**src/rtl/icache_pkg.sv**
```systemverilog
// Shared types and defaults for the direct-mapped instruction cache.
// Fill requests travel as a word address so the tag/index split lives with the storage.
package icache_pkg;

   typedef enum logic {
      IC_IDLE  = 1'b0,
      IC_FETCH = 1'b1
   } ic_state_e;

   localparam int IC_LINES = 16;
   localparam int IC_CNT_W = 16;

   typedef struct packed {
      logic        we;
      logic [29:0] waddr;
      logic [31:0] data;
   } ic_fill_t;

endpackage

```
**src/rtl/icache_if.sv**
```systemverilog
// Core fetch port and external memory port of the instruction cache.
// The cache is the slave of the fetch port and the master of the memory port.
interface icache_fetch_if;
   logic        rom_ce;
   logic [31:0] rom_addr;
   logic [31:0] rom_data;
   logic        core_stall;

   modport master (output rom_ce, rom_addr, input rom_data, core_stall);
   modport slave  (input rom_ce, rom_addr, output rom_data, core_stall);
endinterface

interface icache_mem_if;
   logic        mem_req;
   logic [31:0] mem_addr;
   logic        mem_ready;
   logic [31:0] mem_rdata;

   modport master (output mem_req, mem_addr, input mem_ready, mem_rdata);
   modport slave  (input mem_req, mem_addr, output mem_ready, mem_rdata);
endinterface

```
**src/rtl/icache_array.sv**
```systemverilog
// Valid/tag/data storage: combinational read, one fill port, invalidate-all.
// Only the valid bits are reset; invalidate wins over a coincident fill.
module icache_array
   import icache_pkg::*;
#(
   parameter  int LINES = IC_LINES,
   localparam int IDX_W = $clog2(LINES),
   localparam int TAG_W = 30 - IDX_W
) (
   input  logic             clk,
   input  logic             rst_n,
   input  logic [IDX_W-1:0] i_rd_idx,
   output logic             o_rd_valid,
   output logic [TAG_W-1:0] o_rd_tag,
   output logic [31:0]      o_rd_data,
   input  ic_fill_t         i_fill,
   input  logic             i_inv
);

   logic             r_valid [LINES];
   logic [TAG_W-1:0] r_tag   [LINES];
   logic [31:0]      r_data  [LINES];

   logic [IDX_W-1:0] w_wr_idx;
   logic [TAG_W-1:0] w_wr_tag;
   logic [LINES-1:0] w_we_line;

   assign w_wr_idx  = i_fill.waddr[IDX_W-1:0];
   assign w_wr_tag  = i_fill.waddr[29:IDX_W];
   assign w_we_line = i_fill.we ? (LINES'(1) << w_wr_idx) : '0;

   for (genvar g = 0; g < LINES; g++) begin : g_line
      always_ff @(posedge clk or negedge rst_n) begin
         if (!rst_n)             r_valid[g] <= 1'b0;
         else if (i_inv)         r_valid[g] <= 1'b0;
         else if (w_we_line[g])  r_valid[g] <= 1'b1;
      end

      always_ff @(posedge clk) begin
         if (w_we_line[g]) begin
            r_tag[g]  <= w_wr_tag;
            r_data[g] <= i_fill.data;
         end
      end
   end

   assign o_rd_valid = r_valid[i_rd_idx];
   assign o_rd_tag   = r_tag[i_rd_idx];
   assign o_rd_data  = r_data[i_rd_idx];

endmodule

```
**src/rtl/icache.sv**
```systemverilog
// Direct-mapped single-word-line I-cache: same-cycle hits, stall plus one
// outstanding external fetch on a miss, saturating miss counter.
module icache
   import icache_pkg::*;
#(
   parameter  int LINES = IC_LINES,
   parameter  int CNT_W = IC_CNT_W,
   localparam int IDX_W = $clog2(LINES),
   localparam int TAG_W = 30 - IDX_W
) (
   input  logic               clk,
   input  logic               rst_n,
   input  logic               i_inv,
   icache_fetch_if.slave      fetch,
   icache_mem_if.master       mem,
   output logic [CNT_W-1:0]   o_miss_cnt
);

   ic_state_e        r_state, w_state_nxt;
   logic [29:0]      r_miss_addr;
   logic [CNT_W-1:0] r_miss_cnt;

   logic [IDX_W-1:0] w_idx;
   logic [TAG_W-1:0] w_tag;
   logic             w_rd_valid;
   logic [TAG_W-1:0] w_rd_tag;
   logic [31:0]      w_rd_data;
   logic             w_hit;
   logic             w_stall;
   logic             w_launch;
   logic             w_fill_en;
   ic_fill_t         w_fill;
   logic             w_unused_ok;

   assign w_idx       = fetch.rom_addr[IDX_W+1:2];
   assign w_tag       = fetch.rom_addr[31:IDX_W+2];
   assign w_unused_ok = &{1'b0, fetch.rom_addr[1:0]};

   assign w_fill.we    = w_fill_en;
   assign w_fill.waddr = r_miss_addr;
   assign w_fill.data  = mem.mem_rdata;

   icache_array #(.LINES(LINES)) u_array (
      .clk        (clk),
      .rst_n      (rst_n),
      .i_rd_idx   (w_idx),
      .o_rd_valid (w_rd_valid),
      .o_rd_tag   (w_rd_tag),
      .o_rd_data  (w_rd_data),
      .i_fill     (w_fill),
      .i_inv      (i_inv)
   );

   // Lookup is purely combinational so a hit keeps single-cycle ROM timing.
   assign w_hit            = fetch.rom_ce & w_rd_valid & (w_rd_tag == w_tag);
   assign w_stall          = fetch.rom_ce & ~w_hit;
   assign fetch.core_stall = w_stall;
   assign fetch.rom_data   = w_hit ? w_rd_data : 32'h0;

   always_comb begin
      w_state_nxt = r_state;
      w_launch    = 1'b0;
      w_fill_en   = 1'b0;
      case (r_state)
         IC_IDLE: begin
            if (w_stall) begin
               w_state_nxt = IC_FETCH;
               w_launch    = 1'b1;
            end
         end
         IC_FETCH: begin
            if (mem.mem_ready) begin
               w_fill_en   = 1'b1;
               w_state_nxt = IC_IDLE;
            end
         end
         default: w_state_nxt = IC_IDLE;
      endcase
   end

   always_ff @(posedge clk or negedge rst_n) begin
      if (!rst_n) begin
         r_state     <= IC_IDLE;
         r_miss_addr <= '0;
         r_miss_cnt  <= '0;
      end else begin
         r_state <= w_state_nxt;
         if (w_launch) begin
            r_miss_addr <= fetch.rom_addr[31:2];
            if (r_miss_cnt != '1) r_miss_cnt <= r_miss_cnt + 1'b1;
         end
      end
   end

   // Request is decoded from registers only; the latched address keeps it stable.
   assign mem.mem_req  = (r_state == IC_FETCH);
   assign mem.mem_addr = {r_miss_addr, 2'b00};
   assign o_miss_cnt   = r_miss_cnt;

endmodule

```
**src/flat_wrapper.sv**
```systemverilog
// flat-port wrapper written by rule: the top's interface ports become plain ports
module icache_flat import icache_pkg::*;
#(
   parameter  int LINES = IC_LINES,
   parameter  int CNT_W = IC_CNT_W,
   localparam int IDX_W = $clog2(LINES),
   localparam int TAG_W = 30 - IDX_W
)
  (clk, rst_n, i_inv, o_miss_cnt, fetch_rom_ce, fetch_rom_addr, fetch_rom_data, fetch_core_stall, mem_mem_req, mem_mem_addr, mem_mem_ready, mem_mem_rdata);
  icache_fetch_if fetch_i ();
  icache_mem_if mem_i ();
  input  logic clk;
  input  logic rst_n;
  input  logic i_inv;
  output logic [CNT_W-1:0] o_miss_cnt;
  input wire logic [$bits(fetch_i.rom_ce)-1:0] fetch_rom_ce;
  input wire logic [$bits(fetch_i.rom_addr)-1:0] fetch_rom_addr;
  output wire logic [$bits(fetch_i.rom_data)-1:0] fetch_rom_data;
  output wire logic [$bits(fetch_i.core_stall)-1:0] fetch_core_stall;
  output wire logic [$bits(mem_i.mem_req)-1:0] mem_mem_req;
  output wire logic [$bits(mem_i.mem_addr)-1:0] mem_mem_addr;
  input wire logic [$bits(mem_i.mem_ready)-1:0] mem_mem_ready;
  input wire logic [$bits(mem_i.mem_rdata)-1:0] mem_mem_rdata;
  assign fetch_i.rom_ce = fetch_rom_ce;
  assign fetch_i.rom_addr = fetch_rom_addr;
  assign fetch_rom_data = fetch_i.rom_data;
  assign fetch_core_stall = fetch_i.core_stall;
  assign mem_mem_req = mem_i.mem_req;
  assign mem_mem_addr = mem_i.mem_addr;
  assign mem_i.mem_ready = mem_mem_ready;
  assign mem_i.mem_rdata = mem_mem_rdata;
  icache #(.LINES(LINES), .CNT_W(CNT_W)) u_core (.clk(clk), .rst_n(rst_n), .i_inv(i_inv), .fetch(fetch_i), .mem(mem_i), .o_miss_cnt(o_miss_cnt));
endmodule
```
**config.mk**
```make
export PLATFORM = sky130hd
export DESIGN_NAME = icache_flat
export DESIGN_NICKNAME = d
export VERILOG_FILES = /design/src/rtl/icache_pkg.sv /design/src/rtl/icache_if.sv /design/src/rtl/icache_array.sv /design/src/rtl/icache.sv /design/src/flat_wrapper.sv
export SDC_FILE = /design/constraint.sdc
export NUM_CORES = 1
export LEC_CHECK = 0
export BUFFER_PORTS_ARGS = -buffer_cell sky130_fd_sc_hd__buf_2
export CORE_MARGIN = 1
export CORE_UTILIZATION = 55
export CTS_CLUSTER_SIZE = 10
export DETAILED_ROUTE_END_ITERATION = 10
export GPL_ROUTABILITY_DRIVEN = 0
export PLACE_DENSITY = 0.76
export SLEW_MARGIN = 20
export SYNTH_ARGS = -nofsm -noshare
export SYNTH_HDL_FRONTEND = slang
export SYNTH_SLANG_ARGS = --single-unit
```
**constraint.sdc**
```tcl
create_clock -name clk -period 7.7 [get_ports clk]
set_input_delay 1.155 -clock clk [delete_from_list [all_inputs] [get_ports clk]]
set_output_delay 1.155 -clock clk [all_outputs]
set_load 0.03 [all_outputs]
```
==> results by group, run 1 <==
Outcome
  – Outcome: complete, no violations

GRT
  – Grt total ovfl: 0
  – Initial antenna violation count: 10
  – First-pass GRT wire length: 124 mm
  – Vias in the first global route: 19.3k
  – GRT Resource Usage Total: 24.5%
  – Pin count of the biggest net entering global routing: 88

Clocking
  – TritonCTS clock tree: built
  – Max Root-Sink Buffers: 3
  – Total CTS buffers: 109
  – PostCTS Resize Cnt: 0
  – Clk slew on worst S/H paths: 0.05 ns
  – Clk_lat worst skew: 0.66 ns
  – Post-CTS Setup Inserts: 0
  – Root Buffer: clkbuf_16
  – Hold-fix buffers, CTS: 0
  – Htree depth: 3
  – CTS sink cnt: 991

Detailed routing
  – DR WL/cell: 29.2 um
  – Via count: 18.3k
  – DRC Markers: 0
  – Metal-1 WL: 31.9 mm
  – Router iterations before antenna repair: 5
  – Routed WL: 84.7 mm
  – Initial DRC Count: 1693
  – Met3 WL post-DR: 7.15 mm
  – Post-route ant nets: 0
  – DR top layer: met5
  – DR vias/cell: 6.29
  – Met2 Wirelength: 43.3 mm

STA
  – Clock period minus worst slack: 6.22 ns
  – Final period util: 80.8%
  – Worst Tran Pin Value: 1.17 ns
  – RSZ-0062 raised after global routing: no
  – FMAX: 161 MHz
  – TNS Setup: 0 ns
  – Max transition margin: 22.2%
  – Final hold vios: 0
  – Slew Viols, Final: 0
  – Clock skew: 0.0211 ns
  – # setup viols final: 0

Worst hold path
  – WHS Path Cells: 1
  – Min-Delay Path Class: reg -> reg
  – Min-delay src: u_core.o_miss_cnt[11]$_DFFE_PN0P_
  – Hold EP: u_core.o_miss_cnt[11]$_DFFE_PN0P_

Finish
  – Syn-to-layout area delta: 12.6%
  – Final net count: 1989
  – # fillers: 4645
  – Non-Filler Instances: 2902
  – Layout cell share with drive strength beyond 1: 30.1%

Floorplan
  – Die ar.: 71000 um^2
  – Core Rows: 96
  – Starting Density: 55.8%
  – IO Pins: 151
  – Chip Width: 266 um
  – CORE AREA: 68900 um^2
  – Die span in y: 266 um

Yosys
  – Yosys cell types: 58
  – FFs w/ async S/R, synth: 6.36%
  – Mapped Area: 38500 um^2
  – Synth cell count leaders: 928 x edfxtp_1, 248 x mux4_2, 63 x dfrtp_1, 54 x nor2_1, 43 x nor2b_1
  – Largest cells by area after synthesis: edfxtp_1 72%, mux4_2 15%, dfrtp_1 4.1%
  – Syn avg cell area: 22.5 um^2
  – Top-count cell post-synth: edfxtp_1
  – Synthesized flop and latch total: 991
  – Register area share after synthesis: 76.6%
  – Cells after Synth: 1709
  – Post-synth EDFFs: 928
  – Leading area contributor after synthesis: edfxtp_1
  – Synth Warn #: 0
  – Top FF cell, synth: edfxtp_1
  – Yosys top cell area share: 72.5%

Placement
  – Placed Cells: 2739
  – HPWL after DPL: 42.9 mm
  – Port bufs: 146

Worst setup path
  – Capturing point of the worst reg2reg path: u_core.r_miss_addr[29]$_DFFE_PN0P_
  – CP endpoint kind: primary output
  – Crit path max fanout: 87
  – Reg2reg path depth: 10
  – Startpoint types: primary input
  – Worst reg2reg startpoint: u_core.u_array.r_tag[7][8]$_DFFE_PP_
  – WP data arrival: 5.07 ns
  – Register-to-register setup slack: 3.75 ns
  – WP data required: 6.55 ns
  – Crit path kind: in -> out

Power
  – Seq pwr share: 54.5%
  – PD cells: 271 nW/um^2
  – Max VDD drop: 0.191 mV
  – Comb power frac: 7.0%
  – Int Pwr: 9.13 mW
  – Pleak: 14.1 nW
  – Sw Ratio: 22.3%
  – P_sw: 2.63 mW
  – Clock power share: 38.5%

Flow run
  – Max Cap Viol: 0
==> layout by cell type, fill, tap and decap left out, types with 12 or more instances in the layout <==
master / n
buf_2: 141
buf_4: 36
clkbuf_1: 44
clkbuf_16: 110
dfrtp_1: 63
edfxtp_1: 928
mux2_1: 31
mux2_2: 18
mux2i_1: 40
mux4_2: 248
nand2_1: 29
nor2_1: 42
nor2_4: 12
nor2b_1: 43
xnor2_1: 36
xor2_1: 13
==> how the worst max path moves through the flow <==
stage / from / endpoint / slack (ns) / depth (start not counted)
after floorplan: mem_mem_ready / u_core.u_array.r_data[0][0]$_DFFE_PP_ / 1.55 / 3
after global placement: fetch_rom_addr[4] / fetch_core_stall / 1.54 / 11
after detailed placement: fetch_rom_addr[4] / fetch_core_stall / 1.47 / 11
after CTS: fetch_rom_addr[4] / fetch_core_stall / 1.48 / 11
after global routing: fetch_rom_addr[4] / fetch_rom_data[8] / 1.26 / 12
final: fetch_rom_addr[4] / fetch_rom_data[8] / 1.48 / 12
==> power groups by stage <==
| stage | logic (mW) | registers [mW] | clock network [mW] |
|---|---|---|---|
| 2_1_floorplan | 0.435 | 6.55 | 0 |
| 3_3_place_gp | 0.817 | 6.48 | 0 |
| 3_5_place_dp | 0.831 | 6.51 | 0 |
| 4_1_cts | 0.836 | 6.40 | 4.58 |
| 5_1_grt | 0.875 | 6.43 | 4.78 |
| 6_report | 0.825 | 6.40 | 4.53 |
==> state kept, by name, indices dropped and copies added (netlist names) <==
name and flops:
u_core.u_array.r_valid 16, u_core.mem.mem_req 1, u_core.r_miss_addr 30, u_core.u_array.r_data 512
u_core.o_miss_cnt 16, u_core.u_array.r_tag 416
==> cell type report <==
type / count / area (um^2) / share of cell area, %
sequential: 991 / 29400 / 68.0
multi-input combinational: 631 / 8630 / 19.9
clock buffer: 154 / 2920 / 6.74
tap: 931 / 1160 / 2.69
timing repair buffer: 181 / 1040 / 2.40
clock inverter: 6 / 81.3 / 0.188
inverter: 5 / 18.8 / 0.0433
antenna: 3 / 7.51 / 0.0173
==> per-stage QoR <==
step / area (um^2) / setup WS [ns] / total power [mW] / hold WS [ns] / util, %
floorplan: 38500 / 1.55 / 6.99 / 0.461 / -
global placement: 40300 / 1.54 / 7.29 / 0.473 / 58.4
detailed placement: 40300 / 1.47 / 7.34 / 0.481 / 58.4
CTS: 43300 / 1.48 / 11.8 / 0.495 / 62.8
global route: 43300 / 1.26 / 12.1 / 0.525 / 62.8
finish: 43300 / 1.48 / 11.8 / 0.495 / 62.8
==> cells by family (layout without fill, tap and decap cells) <==
family                   after synthesis  count (layout)  share of synthesized area (%)
AO/OA/AOI/OAI                         52              52                           1.05
XOR/XNOR                              49              49                           1.12
adder cells (fa/ha/maj)                1               1                         0.0325
buffers and inverters                 88             346                           1.29
flip-flops                           991             991                           76.6
multiplexers                         342             342                           17.3
other                                  1               5                        0.00975
AND/OR/NAND/NOR                      185             185                           2.59
==> critical path, cell delays in order <==
cell      delay [ns]
buf_6           0.66
buf_4           0.64
mux4_2          0.40
mux2i_1         0.18
xnor2_1         0.08
o21ai_0         0.16
o21ai_0         0.11
a211oi_1        0.49
nand4b_4        0.13
buf_4           0.38
nor2b_1         0.23
buf_2           0.22
==> metal layers <==
metal  vias up  track usage [%]
met5         -                0
met4        16             7.41
met3       160             5.54
met2       899             41.3
met1      9680             32.0
li1       7506                -
Note: power is estimated with default switching activity, not from simulation.
==> inputs of run 2 (changes only) <==
PLACE_DENSITY = 0.79   (was 0.76)
clock period = 5.3 ns   (was 7.7 ns; I/O delays follow)
==> results by group, run 2 (same netlist as run 1, synthesis figures left out) <==
STA
  – Worst Tran Pin Value: 1.13 ns
  – TNS Setup: 0 ns
  – Final period util: 96.2%
  – Final worst slack: 0.200 ns
  – Clock period minus worst slack: 5.10 ns
  – Final hold vios: 0
  – Clock skew: 0.0234 ns
  – RSZ-0062 raised after global routing: no
  – Max transition margin: 24.2%
  – # setup viols final: 0
  – Slew Viols, Final: 0
  – FMAX: 196 MHz

Clocking
  – PostCTS Resize Cnt: 0
  – Hold-fix buffers, CTS: 0
  – Max Root-Sink Buffers: 3
  – Clk_lat worst skew: 0.67 ns
  – Post-CTS Setup Inserts: 0
  – TritonCTS clock tree: built
  – Htree depth: 3
  – CTS sink cnt: 991
  – Total CTS buffers: 111
  – Root Buffer: clkbuf_16
  – Clk slew on worst S/H paths: 0.05 ns

Floorplan
  – Starting Density: 55.8%
  – Die span in y: 266 um
  – IO Pins: 151
  – Die ar.: 71000 um^2
  – CORE AREA: 68900 um^2
  – Core Rows: 96
  – Chip Width: 266 um

Detailed routing
  – Initial DRC Count: 2067
  – Router iterations before antenna repair: 5
  – DRC Markers: 0
  – Routed WL: 88.1 mm
  – DR vias/cell: 6.40
  – Via count: 18.7k
  – Post-route ant nets: 0
  – DR WL/cell: 30.1 um

GRT
  – Initial antenna violation count: 6
  – Vias in the first global route: 19.7k
  – First-pass GRT wire length: 129 mm
  – Pin count of the biggest net entering global routing: 64
  – GRT Resource Usage Total: 25.4%
  – Grt total ovfl: 0

Finish
  – Max reg flops: 512
  – Non-Filler Instances: 2926
  – Layout cell share with drive strength beyond 1: 31.2%
  – Final net count: 2012
  – Syn-to-layout area delta: 13.7%
  – Commonest non-fill, non-tap cell in the layout: edfxtp_1
  – Largest registers: u_core.u_array.r_data (512), u_core.u_array.r_tag (416), u_core.r_miss_addr (30)
  – Top reg by flops: u_core.u_array.r_data
  – Most frequent cells in the layout: 928 x edfxtp_1, 248 x mux4_2, 141 x buf_2

Outcome
  – Outcome: complete, no violations

Placement
  – Port bufs: 146
  – Placed Cells: 2760
  – HPWL after DPL: 45.6 mm
  – Pre-CTS WS: 0.237 ns

Power
  – Pwr Total: 17.3 mW
  – Pleak: 14.3 nW
  – PD cells: 395 nW/um^2
  – Max VDD drop: 0.284 mV

Worst setup path
  – WP data required: 4.51 ns
  – Crit path max fanout: 52
  – Startpoint types: primary input
  – WP data arrival: 4.31 ns
  – Crit path kind: in -> out
  – Reg2reg path depth: 11
  – CP endpoint kind: primary output

Flow run
  – Max Cap Viol: 0

Worst hold path
  – Min-Delay Path Class: in -> async
==> run 2: where the power goes <==
part	leakage [nW]	internal (mW)	total [mW]	switching, mW
logic	3.68	0.466	1.23	0.767
registers	9.16	9.01	9.31	0.302
clock network	1.50	3.87	6.73	2.85
total	14.3	13.3	17.3	3.92
==> run 2: final timing paths <==
check                                                       from                                    end  slack [ns]
max                                            fetch_rom_addr[3]                     fetch_rom_data[13]        0.20
min                                                        rst_n     u_core.r_miss_addr[18]$_DFFE_PN0P_        0.28
max reg2reg                u_core.u_array.r_tag[15][8]$_DFFE_PP_     u_core.r_miss_addr[10]$_DFFE_PN0P_        1.68
min reg2reg                     u_core.o_miss_cnt[4]$_DFFE_PN0P_       u_core.o_miss_cnt[4]$_DFFE_PN0P_        0.49
max in group asynchronous                                  rst_n  u_core.u_array.r_valid[8]$_DFFE_PN0P_        4.41
min in group clk                                   mem_mem_ready           u_core.mem.mem_req$_DFF_PN0_        0.36
==> run 2: per-stage QoR <==
step | hold WS, ns | area, um^2 | util, %
6_report | 0.284 | 43700 | 63.4
5_1_grt | 0.328 | 43700 | 63.4
4_1_cts | 0.284 | 43700 | 63.4
3_5_place_dp | 0.487 | 40600 | 58.9
3_3_place_gp | 0.473 | 40600 | 58.9
2_1_floorplan | 0.461 | 38500 | -
==> run 2: critical path, cell delays in order <==
cell	delay (ns)
clkbuf_8	0.32
buf_4	0.71
mux4_2	0.61
mux2i_1	0.20
mux2i_1	0.16
xor2_1	0.17
nor4_1	0.27
nand4_1	0.12
nand4b_4	0.20
buf_12	0.23
nor2b_1	0.18
buf_2	0.21
==> run 2: cell type report <==
| cell class | instances | area [um^2] |
|---|---|---|
| diodes | 2 | 5.00 |
| clock buffers | 155 | 2990 |
| clock inverters | 9 | 105 |
| fillers | 4485 | 25200 |
| inverters | 5 | 18.8 |
| multi-input cells | 631 | 8650 |
| flip-flops and latches | 991 | 29400 |
| well taps | 931 | 1160 |
| repair buffers | 202 | 1340 |
==> run 2: per-layer routing <==
metal / track usage [%] / part of all wire, % / vias up
met5: 0 / 0.048 / -
met4: 8.11 / 3.0 / 8
met3: 4.62 / 7.8 / 197
met2: 43.3 / 52 / 1007
met1: 33.3 / 37 / 9933
li1: - / - / 7594
==> inputs of run 3 (changes only) <==
CORE_UTILIZATION = 50   (was 55)
PLACE_DENSITY = 0.73   (was 0.79)
==> results by group, run 3 (same netlist as run 1, synthesis figures left out) <==
Worst setup path
  – CP startpoint: fetch_rom_addr[3]
  – Crit path max fanout: 39
  – WP data arrival: 4.25 ns
  – Worst reg2reg startpoint: u_core.u_array.r_tag[3][15]$_DFFE_PP_
  – CP Depth: 11
  – Crit path kind: in -> out
  – CP endpoint: fetch_rom_data[12]
  – Startpoint types: primary input
  – CP max stage delay: 0.65 ns
  – Slowest cell on crit path: mux4_1
  – WP data required: 4.51 ns
  – Capturing point of the worst reg2reg path: u_core.r_miss_addr[9]$_DFFE_PN0P_
  – Register-to-register setup slack: 1.25 ns
  – Cell family with most CP delay: simple AND/OR/NAND/NOR gates
  – Cell-by-cell trace of the critical path: buf_8 -> mux4_1 -> xnor2_1 -> o21ai_0 -> o2111ai_1 -> or4_1 -> a2111oi_4 -> nand4b_4 -> buf_4 -> nor2b_1 -> buf_2
  – Reg2reg path depth: 12
  – Buf/Inv on CP: 3
  – CP endpoint kind: primary output

STA
  – TNS Setup: 0 ns
  – Max transition margin: 28.4%
  – Final period util: 95.2%
  – Clock skew: 0.0189 ns
  – Clock period minus worst slack: 5.05 ns
  – WHS: 0.302 ns
  – RSZ-0062 raised after global routing: no
  – Final hold vios: 0
  – Slew Viols, Final: 0
  – Worst Tran Pin Value: 1.07 ns
  – # setup viols final: 0
  – FMAX: 198 MHz

Power
  – Int Pwr: 13.3 mW
  – PD cells: 391 nW/um^2
  – Clock power share: 38.5%
  – Pleak: 14.3 nW
  – Comb power frac: 7.2%
  – Sw Ratio: 22.4%
  – Max VDD drop: 0.291 mV
  – Seq pwr share: 54.3%
  – P_sw: 3.83 mW

Finish
  – Layout cell share with drive strength beyond 1: 30.6%
  – Final net count: 2009
  – Fin area: 43800 um^2
  – Top reg by flops: u_core.u_array.r_data
  – Commonest non-fill, non-tap cell in the layout: edfxtp_1
  – Syn-to-layout area delta: 13.9%
  – # fillers: 5468
  – Most frequent cells in the layout: 928 x edfxtp_1, 248 x mux4_2, 141 x buf_2
  – Non-Filler Instances: 3029
  – Max reg flops: 512
  – Final core utilization: 57.6%
  – Largest registers: u_core.u_array.r_data (512), u_core.u_array.r_tag (416), u_core.r_miss_addr (30)

Floorplan
  – Core Rows: 101
  – Starting Density: 50.6%
  – CORE AREA: 76100 um^2
  – Die ar.: 78000 um^2
  – IO Pins: 151
  – Chip Width: 279 um
  – Die span in y: 279 um

Placement
  – HPWL after DPL: 45.4 mm
  – Placed Cells: 2858
  – Placed Area: 40800 um^2
  – Port bufs: 146

Clocking
  – Htree depth: 3
  – Total CTS buffers: 109
  – Post-CTS Setup Inserts: 0
  – Clk slew on worst S/H paths: 0.05 ns
  – PostCTS Resize Cnt: 0
  – Hold-fix buffers, CTS: 0
  – Clk_lat worst skew: 0.66 ns
  – Max Root-Sink Buffers: 3
  – Root Buffer: clkbuf_16
  – TritonCTS clock tree: built
  – CTS sink cnt: 991

GRT
  – First-pass GRT wire length: 124 mm
  – GRT Resource Usage Total: 22.2%
  – Vias in the first global route: 18.9k
  – Pin count of the biggest net entering global routing: 81
  – Initial antenna violation count: 10
  – Grt total ovfl: 0

Detailed routing
  – DR WL/cell: 28.0 um
  – DR vias/cell: 6.02
  – Initial DRC Count: 1654
  – Post-route ant nets: 0
  – Routed WL: 84.8 mm
  – Via count: 18.2k
  – DRC Markers: 0
  – Router iterations before antenna repair: 5

Worst hold path
  – Min-Delay Path Class: in -> async

Outcome
  – Outcome: complete, no violations

Flow run
  – Max Cap Viol: 0
## run 3: cell types whose count changed in the layout (fill, tap and decap cells not counted), sizes merged
cell,previous run,this run
clkbuf,156,165
clkinv,3,0
inv,11,9
## run 3: worst min path at each step
stage                                                start  cells past startpoint                                      to
finish                                               rst_n                      1      u_core.r_miss_addr[28]$_DFFE_PN0P_
global route                                 mem_mem_ready                      2            u_core.mem.mem_req$_DFF_PN0_
CTS                                          mem_mem_ready                      2            u_core.mem.mem_req$_DFF_PN0_
detailed placement        u_core.o_miss_cnt[9]$_DFFE_PN0P_                      1        u_core.o_miss_cnt[9]$_DFFE_PN0P_
global placement         u_core.o_miss_cnt[11]$_DFFE_PN0P_                      1       u_core.o_miss_cnt[11]$_DFFE_PN0P_
floorplan           u_core.u_array.r_valid[11]$_DFFE_PN0P_                      2  u_core.u_array.r_valid[11]$_DFFE_PN0P_
## run 3: area by class of cell
type                    count  area [um^2]  share of cell area (%)
inverters                   5         18.8                  0.0428
flip-flops and latches    991        29400                    67.2
diodes                      2         5.00                  0.0114
repair buffers            201         1360                    3.11
well taps                1030         1290                    2.94
multi-input cells         631         8650                    19.8
clock inverters             4         46.3                   0.106
clock buffers             165         2990                    6.83
## run 3: power groups by stage
stage	Combinational [mW]	Sequential (mW)	Clock (mW)
detailed placement	1.25	9.46	0
finish	1.23	9.30	6.60
floorplan	0.632	9.52	0
CTS	1.25	9.30	6.71
global route	1.31	9.35	6.99
global placement	1.22	9.42	0
## run 3: stage by stage
| step | setup WS [ns] | power [mW] |
|---|---|---|
| 2_1_floorplan | 0.819 | 10.2 |
| 3_3_place_gp | 0.338 | 10.6 |
| 3_5_place_dp | 0.250 | 10.7 |
| 4_1_cts | 0.225 | 17.3 |
| 5_1_grt | 0.0293 | 17.6 |
| 6_report | 0.253 | 17.1 |
## run 3: layer usage
metal / GRT usage (%) / vias up / wire (um)
met5: 0 / - / 73
met4: 6.57 / 10 / 1960
met3: 4.14 / 157 / 5930
met2: 37.0 / 798 / 43200
met1: 29.9 / 9710 / 33700
li1: - / 7573 / -
